**src/rtl/add_arbiter.sv**
```systemverilog
// Shared 32-bit adder behind a round-robin arbiter, with a single-entry tagged response buffer.
// Define CALC_ARB_FIXED_PRIO_EN to switch the arbiter to fixed priority (lowest index wins).
package calculator_pkg;
  localparam int DATA_W = 32;
endpackage

module adder32
  import calculator_pkg::*;
(
  input  logic [DATA_W-1:0] a_i,
  input  logic [DATA_W-1:0] b_i,
  output logic [DATA_W-1:0] sum_o
);
  // Carry-out is intentionally dropped: results are modulo 2^32.
  assign sum_o = a_i + b_i;
endmodule

module add_arbiter
  import calculator_pkg::*;
#(
  parameter  int NUM_REQ = 2,
  localparam int ID_W    = $clog2(NUM_REQ)
) (
  input  logic                            clk_i,
  input  logic                            rst_ni,
  input  logic [NUM_REQ-1:0]              req_valid_i,
  output logic [NUM_REQ-1:0]              req_ready_o,
  input  logic [NUM_REQ-1:0][DATA_W-1:0]  req_a_i,
  input  logic [NUM_REQ-1:0][DATA_W-1:0]  req_b_i,
  output logic                            rsp_valid_o,
  input  logic                            rsp_ready_i,
  output logic [DATA_W-1:0]               rsp_sum_o,
  output logic [ID_W-1:0]                 rsp_id_o,
  output logic [15:0]                     ops_cnt_o
);

  typedef enum logic {EMPTY, FULL} state_e;

  state_e              state_q, state_d;
  logic [DATA_W-1:0]   sum_q, sum_d;
  logic [ID_W-1:0]     id_q, id_d;
  logic [15:0]         cnt_q, cnt_d;

  logic                can_issue, rsp_fire, gnt_any, gnt_fire;
  logic [ID_W-1:0]     gnt_idx;
  logic [DATA_W-1:0]   add_sum;

`ifndef CALC_ARB_FIXED_PRIO_EN
  logic [ID_W-1:0]     rr_ptr_q, rr_ptr_d;
  int                  idx;
`endif

  // Grant selection; the descending loop lets the closest candidate win last.
  always_comb begin
    gnt_idx = '0;
    gnt_any = 1'b0;
`ifdef CALC_ARB_FIXED_PRIO_EN
    for (int i = NUM_REQ-1; i >= 0; i--) begin
      if (req_valid_i[i]) begin
        gnt_idx = ID_W'(i);
        gnt_any = 1'b1;
      end
    end
`else
    idx = 0;
    for (int k = NUM_REQ-1; k >= 0; k--) begin
      idx = int'(rr_ptr_q) + k;
      if (idx >= NUM_REQ) idx = idx - NUM_REQ;
      if (req_valid_i[idx]) begin
        gnt_idx = ID_W'(idx);
        gnt_any = 1'b1;
      end
    end
`endif
  end

  // Reset gates issue so no grant is shown while rst_ni is held low.
  assign rsp_fire  = (state_q == FULL) && rsp_ready_i;
  assign can_issue = rst_ni && ((state_q == EMPTY) || rsp_ready_i);
  assign gnt_fire  = can_issue && gnt_any;

  assign req_ready_o = gnt_fire ? (NUM_REQ'(1) << gnt_idx) : '0;

  adder32 u_adder (
    .a_i   (req_a_i[gnt_idx]),
    .b_i   (req_b_i[gnt_idx]),
    .sum_o (add_sum)
  );

  always_comb begin
    state_d = state_q;
    sum_d   = sum_q;
    id_d    = id_q;
    cnt_d   = cnt_q;
`ifndef CALC_ARB_FIXED_PRIO_EN
    rr_ptr_d = rr_ptr_q;
`endif
    if (rsp_fire) begin
      state_d = EMPTY;
      cnt_d   = cnt_q + 16'd1;
    end
    if (gnt_fire) begin
      state_d = FULL;
      sum_d   = add_sum;
      id_d    = gnt_idx;
`ifndef CALC_ARB_FIXED_PRIO_EN
      rr_ptr_d = (int'(gnt_idx) == NUM_REQ-1) ? '0 : gnt_idx + ID_W'(1);
`endif
    end
  end

  always_ff @(posedge clk_i or negedge rst_ni) begin
    if (!rst_ni) begin
      state_q  <= EMPTY;
      sum_q    <= '0;
      id_q     <= '0;
      cnt_q    <= '0;
`ifndef CALC_ARB_FIXED_PRIO_EN
      rr_ptr_q <= '0;
`endif
    end else begin
      state_q  <= state_d;
      sum_q    <= sum_d;
      id_q     <= id_d;
      cnt_q    <= cnt_d;
`ifndef CALC_ARB_FIXED_PRIO_EN
      rr_ptr_q <= rr_ptr_d;
`endif
    end
  end

  assign rsp_valid_o = (state_q == FULL);
  assign rsp_sum_o   = sum_q;
  assign rsp_id_o    = id_q;
  assign ops_cnt_o   = cnt_q;

endmodule

```
**config.mk**
```make
export PLATFORM = sky130hd
export DESIGN_NAME = add_arbiter
export DESIGN_NICKNAME = d
export VERILOG_FILES = /design/src/rtl/add_arbiter.sv
export SDC_FILE = /design/constraint.sdc
export NUM_CORES = 1
export LEC_CHECK = 0
export ABC_AREA = 1
export ABC_CLOCK_PERIOD_IN_PS = 2700
export CORE_ASPECT_RATIO = 0.5
export CORE_MARGIN = 1
export CORE_UTILIZATION = 47
export CTS_CLUSTER_DIAMETER = 150
export CTS_CLUSTER_SIZE = 20
export DETAILED_ROUTE_END_ITERATION = 7
export PLACE_DENSITY = 0.85
export SKIP_LAST_GASP = 1
export SYNTH_ARGS = -nofsm -noshare
export SYNTH_HDL_FRONTEND = slang
export SYNTH_SLANG_ARGS = --single-unit
```
**constraint.sdc**
```tcl
create_clock -name clk_i -period 2.7 [get_ports clk_i]
set_input_delay 0.54 -clock clk_i [delete_from_list [all_inputs] [get_ports clk_i]]
set_output_delay 0.54 -clock clk_i [all_outputs]
set_load 0.01 [all_outputs]
```
==> results of run 1 <==
-- per-stage QoR --
stage	power, µW	hold slack (ns)
5_1_grt	4950	0.480
2_1_floorplan	2380	0.244
3_3_place_gp	3550	0.458
4_1_cts	4470	0.427
3_5_place_dp	3620	0.464
6_report	4630	0.428
-- what timing repair did --
action / 4_1_cts / 5_1_grt
gates cloned: 2 / 0
buffers inserted: 8 / 0
hold buffers: 0 / 0
endpoints found under the setup margin: 31 / 17
pin swaps: 8 / 9
resized for setup: 57 / 53
-- flip-flops by register name, indices dropped and copies added (netlist names) --
name and count:
rsp_sum_o 32, rsp_id_o 1, rr_ptr_q 1, ops_cnt_o 16
rsp_valid_o 1
-- per-layer routing --
layer / vias to the layer above / global-route usage / routed length, µm
li1: 3219 / - / -
met1: 2963 / 0.407 / 7920
met4: 0 / 0.113 / 537
met2: 248 / 0.611 / 9350
met5: - / 0 / 0
met3: 54 / 0.0587 / 1130
-- power by group --
group	total (µW)	leakage (µW)	internal, µW	switching, µW
logic	2830	0.00378	1400	1430
registers	1140	0.000638	971	168
clock network	663	0.0000759	354	309
-- final cells by class --
| class | instances | area (µm²) | share of cell area |
|---|---|---|---|
| multi-input combinational | 704 | 3860 | 0.457 |
| timing repair buffer | 264 | 2510 | 0.297 |
| sequential | 51 | 1280 | 0.151 |
| inverter | 121 | 463 | 0.0548 |
| tap | 140 | 175 | 0.0207 |
| clock buffer | 5 | 125 | 0.0148 |
| clock inverter | 3 | 28.8 | 0.00341 |
| timing repair inverter | 1 | 6.26 | 0.000741 |
-- worst paths after layout --
check	cells after the start	end	slack, ns
max	6	req_ready_o[0]	0.08
min	2	ops_cnt_o[5]$_DFFE_PN0P_	0.43
max reg2reg	18	rsp_sum_o[29]$_DFFE_PN0P_	0.21
min reg2reg	1	ops_cnt_o[15]$_DFFE_PN0P_	0.48
max in group asynchronous	2	rsp_sum_o[20]$_DFFE_PN0P_	1.83
min in group clk_i	1	ops_cnt_o[15]$_DFFE_PN0P_	0.48
-- cell families (layout without fill, tap and decap cells) --
kind of cell               after synthesis  count (layout)  share of synthesized area
DFF                                     51              51                      0.245
xor gates and xnor gates                32              32                     0.0538
AOI/OAI and AO/OA                       44              44                     0.0442
adders and majority gates               33              33                     0.0806
and+or+nand+nor                        595             595                      0.470
buffers and inverters                  142             394                      0.106
-- layout by cell type, fill, tap and decap left out, drive strengths merged --
cell	count
clkbuf	7
buf	81
nand2	479
xnor2	24
o21ai	17
ha	32
nand3	48
o21bai	3
nor3	7
or2	1
clkinv	3
a21oi	23
nor2	49
nand4	6
clkdlybuf4s50	181
xor2	8
inv	122
and2	1
dfrtp	51
nand3b	4
fa	1
a21o	1
-- cells in the mapped netlist (2+ instances only) --
| cell | count |
|---|---|
| nor2_4 | 4 |
| o21ai_1 | 8 |
| nor3_2 | 2 |
| inv_2 | 5 |
| nand3_1 | 46 |
| buf_2 | 10 |
| ha_1 | 32 |
| o21bai_1 | 3 |
| inv_1 | 115 |
| nand3b_1 | 3 |
| nand4_1 | 4 |
| nor3_1 | 4 |
| clkbuf_1 | 10 |
| xnor2_1 | 24 |
| a21oi_1 | 23 |
| nand2_2 | 7 |
| nand2_1 | 472 |
| nor2_1 | 44 |
| xor2_1 | 8 |
| dfrtp_1 | 51 |
| nand3_2 | 2 |
| o21ai_0 | 9 |
-- critical path, cell delays in order --
cell             delay, ns
clkdlybuf4s50_1       0.51
nor2_1                0.09
nor2_4                0.12
inv_2                 0.07
nor2_1                0.17
clkdlybuf4s50_1       0.59
==> results.py, run 1 <==
metrics = {
    "status": {
        "status": "finished clean",
    },
    "critical_path": {
        "crit_type": "in2out",
        "cp.arrival_ns": 2.08,
        "worstPathRequired_ns": 2.16,
        "end_kind": "output pin",
        "worst-path-max-fanout": 5,
        "start_kind": "input pin",
        "cp-startpoint": "rsp_ready_i",
        "r2r-start": "rr_ptr_q$_DFFE_PN0P_",
    },
    "clock_tree": {
        "h-tree-depth": 2,
        "cts.sinks": 51,
        "clkTransAtPathRegs_ns": 0.08,
        "clk_latency_ns": 0.30,
        "cts_inserted_buffers": 5,
        "cts_buffer_depth": 2,
        "clockRootBuffer": "clkbuf_16",
        "cts_tree": "yes",
    },
    "cells_and_area": {
        "syn2layout_area_growth_pct": 62.0,
        "layout.cells.non_filler": 1289,
        "n_antenna_cell": 0,
        "drive_gt1_frac": 0.180,
        "nNetsFinal": 1314,
        "fin_util": 0.806,
        "n_fill_cell": 711,
        "final_area_um2": 8450,
    },
    "placed_design": {
        "portBuffers": 184,
        "gp_congestion": 0.936,
        "placed_area_um2": 7700,
        "numPlacedInstances": 1271,
        "dpl.hpwl_mm": 14.1,
        "place_ws_ns": -0.667,
    },
    "floorplan": {
        "dieArea_um2": 11500,
        "start_util": 0.498,
        "die_h_um": 76.5,
        "row_count": 26,
        "boundaryPins": 185,
        "core_um2": 10500,
        "die_x_um": 151,
    },
    "detailed_routing": {
        "drt_pass1_iterations": 5,
        "viasPerCell": 5.03,
        "postRouteAntennaNets": 0,
        "wirelength_mm": 18.9,
        "first_iter_violations": 381,
        "avgRoutedWirePerCell_um": 14.7,
        "remaining_drc_errors": 0,
        "vias": 6484,
    },
    "sta": {
        "setup_viol": 0,
        "clock.fmax_mhz": 382,
        "skew_ns": 0.0110,
        "hold_viol_final": 0,
        "rsz0062_at_grt": "false",
        "worst_pin_slew_ns": 0.644,
        "fin_crit_ns": 2.62,
        "slew_headroom": 0.571,
        "finalSetupTns_ns": 0,
        "min_period_over_period": 0.970,
        "setup_slack_ns": 0.0800,
        "slew_viol_final": 0,
    },
    "synthesis": {
        "netlist_instances": 897,
        "synth_top_area_share": 0.340,
        "ys_ff_latch": 51,
        "synth_top_area_cell": "nand2_1",
        "ys_warn_count": 0,
        "syn_area_um2": 5210,
        "synthArstFlopShare": 1.00,
        "yosys-top-cells-area": "nand2_1 34%, dfrtp_1 24%, inv_1 8.3%",
        "yosysSeqAreaShare": 0.245,
        "synth_flop_cell": "dfrtp_1",
        "syn_area_per_cell_um2": 5.81,
        "synthDistinctLibCells": 33,
        "synth_nets": 1063,
        "synth_edf_count": 0,
    },
    "power_and_ir_drop": {
        "power.density_nw_per_um2": 548,
        "peakVddDrop_mv": 0.434,
        "leakagePower_uw": 0.00450,
    },
    "job": {
        "maxCapViolations": 0,
    },
    "global_routing": {
        "grt_pass1_wl_mm": 30.9,
        "grt.total_usage": 0.340,
        "gr-total-overflow": 0,
        "grt_max_degree": 52,
        "antenna_found_initial": 0,
        "grt_pass1_vias": 6550,
    },
    "worst_hold_path": {
        "hp-class": "in2async",
    },
}
(Power assumes the default switching activity.)
==> run 2, diff against run 1 <==
--- a/config.mk
+++ b/config.mk
@@ -14,6 +14,7 @@
 export CTS_CLUSTER_SIZE = 20
 export DETAILED_ROUTE_END_ITERATION = 7
 export PLACE_DENSITY = 0.85
+export SKIP_CTS_REPAIR_TIMING = 1
 export SKIP_LAST_GASP = 1
 export SYNTH_ARGS = -nofsm -noshare
 export SYNTH_HDL_FRONTEND = slang
==> results.py, run 2 (synthesized netlist as in run 1, its figures left out) <==
metrics = {
    "status": {
        "status": "finished with violations",
        "violations": "negative setup slack",
    },
    "sta": {
        "setup_viol": 1,
        "setup_slack_ns": -0.00426,
        "worst_pin_slew_ns": 0.656,
        "clock.fmax_mhz": 370,
        "min_period_over_period": 1.00,
        "slew_headroom": 0.563,
        "fin_crit_ns": 2.70,
        "hold_viol_final": 0,
        "hold-worst-slack_ns": 0.400,
        "slew_viol_final": 0,
        "finalSetupTns_ns": -0.00426,
        "skew_ns": 0.0105,
    },
    "floorplan": {
        "boundaryPins": 185,
        "die_x_um": 151,
        "start_util": 0.498,
        "die_h_um": 76.5,
        "row_count": 26,
        "dieArea_um2": 11500,
        "core_um2": 10500,
    },
    "global_routing": {
        "antenna_found_initial": 0,
        "gr-total-overflow": 0,
        "grt_max_degree": 52,
        "grt_pass1_vias": 6127,
        "grt_pass1_wl_mm": 28.2,
        "grt.total_usage": 0.309,
    },
    "power_and_ir_drop": {
        "pwr-share-clk": 0.146,
        "p_total_uw": 4520,
        "combinationalPowerShare": 0.601,
        "leakagePower_uw": 0.00455,
        "p_int_uw": 2670,
        "switching_share": 0.409,
        "power.density_nw_per_um2": 545,
        "power_switching_uw": 1850,
        "peakVddDrop_mv": 0.425,
        "pwr-share-seq": 0.253,
    },
    "detailed_routing": {
        "postRouteAntennaNets": 0,
        "avgRoutedWirePerCell_um": 14.4,
        "vias": 6502,
        "viasPerCell": 5.03,
        "wirelength_mm": 18.7,
        "first_iter_violations": 321,
        "drt_pass1_iterations": 5,
        "remaining_drc_errors": 0,
    },
    "cells_and_area": {
        "layout_commonest_cell": "nand2_1",
        "final_area_um2": 8300,
        "largest_reg_flops": 32,
        "n_fill_cell": 743,
        "layout_common_cells": "460 x nand2_1, 180 x clkdlybuf4s50_1, 113 x inv_1",
        "nNetsFinal": 1318,
        "n_antenna_cell": 0,
        "drive_gt1_frac": 0.147,
        "syn2layout_area_growth_pct": 59.1,
    },
    "clock_tree": {
        "cts_inserted_buffers": 5,
        "cts_tree": "yes",
        "cts.sinks": 51,
        "h-tree-depth": 2,
        "clockRootBuffer": "clkbuf_16",
        "clkTransAtPathRegs_ns": 0.08,
        "cts_buffer_depth": 2,
        "clk_latency_ns": 0.30,
    },
    "critical_path": {
        "crit_chain": "clkdlybuf4s50_1, nor2_1, nor2_4, inv_2, nor2_1, clkdlybuf4s50_1",
        "worstPathRequired_ns": 2.16,
        "crit_type": "in2out",
        "cp.arrival_ns": 2.16,
        "start_kind": "input pin",
        "r2r-start": "rr_ptr_q$_DFFE_PN0P_",
        "r2r_end": "rsp_sum_o[28]$_DFFE_PN0P_",
        "slowest_stage": "clkdlybuf4s50_1",
        "r2r_slack_ns": 0.08,
        "worst-r2r-cell-count": 17,
        "end_kind": "output pin",
        "max_stage_delay_ns": 0.58,
        "worst-path-max-fanout": 5,
    },
    "worst_hold_path": {
        "hp-class": "in2async",
    },
    "placed_design": {
        "gp_congestion": 0.936,
        "portBuffers": 184,
        "dpl.hpwl_mm": 14.1,
        "placed_area_um2": 7700,
        "place_ws_ns": -0.667,
    },
    "job": {
        "maxCapViolations": 0,
    },
}
==> run 2: cell count changes in the layout (fill, tap and decap cells not counted), sizes merged <==
| cell | previous run | this run |
|---|---|---|
| clkinv | 3 | 4 |
| dlymetal6s2s | 0 | 3 |
| clkdlybuf4s50 | 181 | 180 |
| buf | 81 | 82 |
==> run 2: power groups by stage <==
stage,Combinational (µW),Sequential [µW],Clock [µW]
2_1_floorplan,1160,1220,0
3_3_place_gp,2420,1140,0
3_5_place_dp,2480,1150,0
4_1_cts,2490,1140,666
5_1_grt,2960,1170,705
6_report,2720,1150,659
==> run 2: how the worst max path moves through the flow <==
stage,endpoint,cells past startpoint,startpoint,slack (ns)
finish,req_ready_o[1],6,rsp_ready_i,-0.004
global placement,rsp_sum_o[28]$_DFFE_PN0P_,16,req_valid_i[0],-0.55
global route,rsp_sum_o[20]$_DFFE_PN0P_,18,rr_ptr_q$_DFFE_PN0P_,-0.07
CTS,rsp_sum_o[30]$_DFFE_PN0P_,19,req_valid_i[1],-0.35
detailed placement,rsp_sum_o[20]$_DFFE_PN0P_,16,req_valid_i[0],-0.67
floorplan,rsp_sum_o[16]$_DFFE_PN0P_,18,req_valid_i[1],0.02
==> run 2: layout make-up <==
cell class	instances	area, µm²	area share
clock buffer	5	125	0.0151
clock inverter	3	28.8	0.00347
inverter	121	468	0.0564
multi-input combinational	704	3640	0.438
sequential	51	1280	0.154
tap	140	175	0.0211
timing repair buffer	267	2570	0.310
timing repair inverter	2	17.5	0.00211
==> run 2: per-layer routing <==
| metal | routed length (µm) | share of wire | vias to the layer above | track usage |
|---|---|---|---|---|
| li1 | - | - | 3235 | - |
| met1 | 8040 | 0.43 | 2985 | 0.385 |
| met2 | 9140 | 0.49 | 240 | 0.550 |
| met3 | 1080 | 0.058 | 42 | 0.0497 |
| met4 | 416 | 0.022 | 0 | 0.0800 |
| met5 | 0 | 0 | - | 0 |
==> run 2: worst max-delay path: cells and delay by family <==
kind / cells / cell delay (ns)
and+or+nand+nor: 3 / 0.41
buffers and inverters: 3 / 1.21
==> run 2: through the flow <==
stage / std cells / util
5_1_grt: 1293 / 0.792
3_5_place_dp: 1271 / 0.735
4_1_cts: 1279 / 0.749
6_report: 1293 / 0.792
2_1_floorplan: 897 / -
3_3_place_gp: 1271 / 0.735
==> run 3, diff against run 2 <==
--- a/config.mk
+++ b/config.mk
@@ -8,11 +8,12 @@
 export ABC_AREA = 1
 export ABC_CLOCK_PERIOD_IN_PS = 2700
 export CORE_ASPECT_RATIO = 0.5
-export CORE_MARGIN = 1
+export CORE_MARGIN = 4
 export CORE_UTILIZATION = 47
 export CTS_CLUSTER_DIAMETER = 150
 export CTS_CLUSTER_SIZE = 20
 export DETAILED_ROUTE_END_ITERATION = 7
+export HOLD_SLACK_MARGIN = 0.15
 export PLACE_DENSITY = 0.85
 export SKIP_CTS_REPAIR_TIMING = 1
 export SKIP_LAST_GASP = 1
==> results.py, run 3 (synthesized netlist as in run 1, its figures left out) <==
metrics = {
    "sta": {
        "fin_crit_ns": 2.64,
        "slew_headroom": 0.564,
        "min_period_over_period": 0.978,
        "finalSetupTns_ns": 0,
        "clock.fmax_mhz": 379,
        "hold-worst-slack_ns": 0.376,
        "setup_slack_ns": 0.0597,
        "skew_ns": 0.00960,
        "setup_viol": 0,
        "rsz0062_at_grt": "true",
        "hold_viol_final": 0,
        "worst_pin_slew_ns": 0.655,
        "slew_viol_final": 0,
    },
    "clock_tree": {
        "clockRootBuffer": "clkbuf_16",
        "cts_tree": "yes",
        "cts.sinks": 51,
        "clkTransAtPathRegs_ns": 0.08,
        "clk_latency_ns": 0.30,
        "cts_buffer_depth": 2,
        "cts_inserted_buffers": 5,
        "h-tree-depth": 2,
    },
    "critical_path": {
        "r2r_slack_ns": 0.07,
        "worst-path-max-fanout": 7,
        "r2r-start": "rr_ptr_q$_DFFE_PN0P_",
        "end_kind": "register",
        "worstPathRequired_ns": 2.89,
        "start_kind": "input pin",
        "worst-r2r-cell-count": 18,
        "r2r_end": "rsp_sum_o[30]$_DFFE_PN0P_",
        "cp.arrival_ns": 2.83,
        "crit_type": "in2reg",
    },
    "cells_and_area": {
        "layout_commonest_cell": "nand2_1",
        "nNetsFinal": 1315,
        "final_area_um2": 8370,
        "syn2layout_area_growth_pct": 60.5,
        "largest_reg_flops": 32,
        "drive_gt1_frac": 0.163,
        "layout_common_cells": "448 x nand2_1, 180 x clkdlybuf4s50_1, 112 x inv_1",
        "n_antenna_cell": 0,
    },
    "detailed_routing": {
        "postRouteAntennaNets": 0,
        "first_iter_violations": 407,
        "avgRoutedWirePerCell_um": 15.3,
        "met2_length_mm": 9.49,
        "wirelength_mm": 19.7,
        "drt_pass1_iterations": 5,
        "highest_layer": "met4",
        "dr_wl_met3_mm": 1.35,
        "viasPerCell": 5.06,
        "wl_met1_mm": 8.22,
        "remaining_drc_errors": 0,
        "vias": 6532,
    },
    "global_routing": {
        "gr-total-overflow": 0,
        "grt_pass1_wl_mm": 29.1,
        "antenna_found_initial": 0,
        "grt_max_degree": 52,
        "grt.total_usage": 0.281,
        "grt_pass1_vias": 6390,
    },
    "power_and_ir_drop": {
        "power.density_nw_per_um2": 546,
        "leakagePower_uw": 0.00456,
        "peakVddDrop_mv": 0.417,
    },
    "placed_design": {
        "dpl.hpwl_mm": 15.1,
        "gp_congestion": 0.907,
        "placed_area_um2": 7690,
        "place_ws_ns": -0.618,
        "portBuffers": 184,
    },
    "floorplan": {
        "die_x_um": 157,
        "dieArea_um2": 12900,
        "row_count": 26,
        "core_um2": 10500,
        "start_util": 0.496,
        "die_h_um": 82.5,
        "boundaryPins": 185,
    },
    "worst_hold_path": {
        "hp-class": "in2async",
    },
    "status": {
        "status": "finished clean",
    },
    "job": {
        "maxCapViolations": 0,
    },
}
run 3: cell types whose count changed in the layout (fill, tap and decap cells not counted), sizes merged:
| cell | change |
|---|---|
| clkbuf | +3 |
| clkinv | +1 |
| inv | -1 |
| buf | -6 |
run 3: per-layer routing:
layer / vias up / GRT usage
met5: - / 0
met4: 0 / 0.0857
met3: 62 / 0.0453
met2: 247 / 0.529
met1: 2992 / 0.334
li1: 3231 / -
run 3: critical path, stage by stage:
cell and delay (ns):
dlymetal6s2s_1 0.16, a21oi_4 0.22, buf_6 0.14, buf_12 0.15, clkbuf_16 0.16, nand2_1 0.05, nand2_1 0.11, ha_4 0.23
nand2_1 0.13, inv_2 0.06, nand2_1 0.15, inv_1 0.13, a21oi_2 0.20, nand2_4 0.10, nand2_2 0.09, nand3_1 0.07
nand3_1 0.08, nand2_1 0.05
run 3: through the flow:
step | cells | utilization | power (µW)
2_1_floorplan | 897 | - | 2380
3_3_place_gp | 1269 | 0.732 | 3560
4_1_cts | 1277 | 0.747 | 4320
6_report | 1290 | 0.796 | 4570
3_5_place_dp | 1269 | 0.732 | 3630
5_1_grt | 1290 | 0.796 | 4880
run 3: worst max-delay path by stage:
stage                    startpoint                         to  slack [ns]  cells past startpoint
6_report             req_valid_i[0]  rsp_sum_o[30]$_DFFE_PN0P_        0.06                     18
3_3_place_gp         req_valid_i[0]  rsp_sum_o[20]$_DFFE_PN0P_       -0.54                     16
2_1_floorplan        req_valid_i[1]  rsp_sum_o[16]$_DFFE_PN0P_        0.02                     18
4_1_cts              req_valid_i[1]             req_ready_o[1]       -0.36                      8
5_1_grt        rr_ptr_q$_DFFE_PN0P_  rsp_sum_o[29]$_DFFE_PN0P_       -0.07                     19
3_5_place_dp         req_valid_i[0]  rsp_sum_o[20]$_DFFE_PN0P_       -0.62                     16
run 3: area by class of cell:
class | count | area [µm²]
clock inverter | 3 | 28.8
clock buffer | 5 | 125
inverter | 121 | 460
timing repair buffer | 264 | 2590
sequential | 51 | 1280
tap | 140 | 175
fill | 759 | 2140
timing repair inverter | 2 | 11.3
multi-input combinational | 704 | 3700
run 3: report_power, final:
group	total (µW)	switching, µW	internal (µW)
registers	1140	173	971
logic	2750	1390	1360
clock network	676	322	355
total	4570	1890	2680
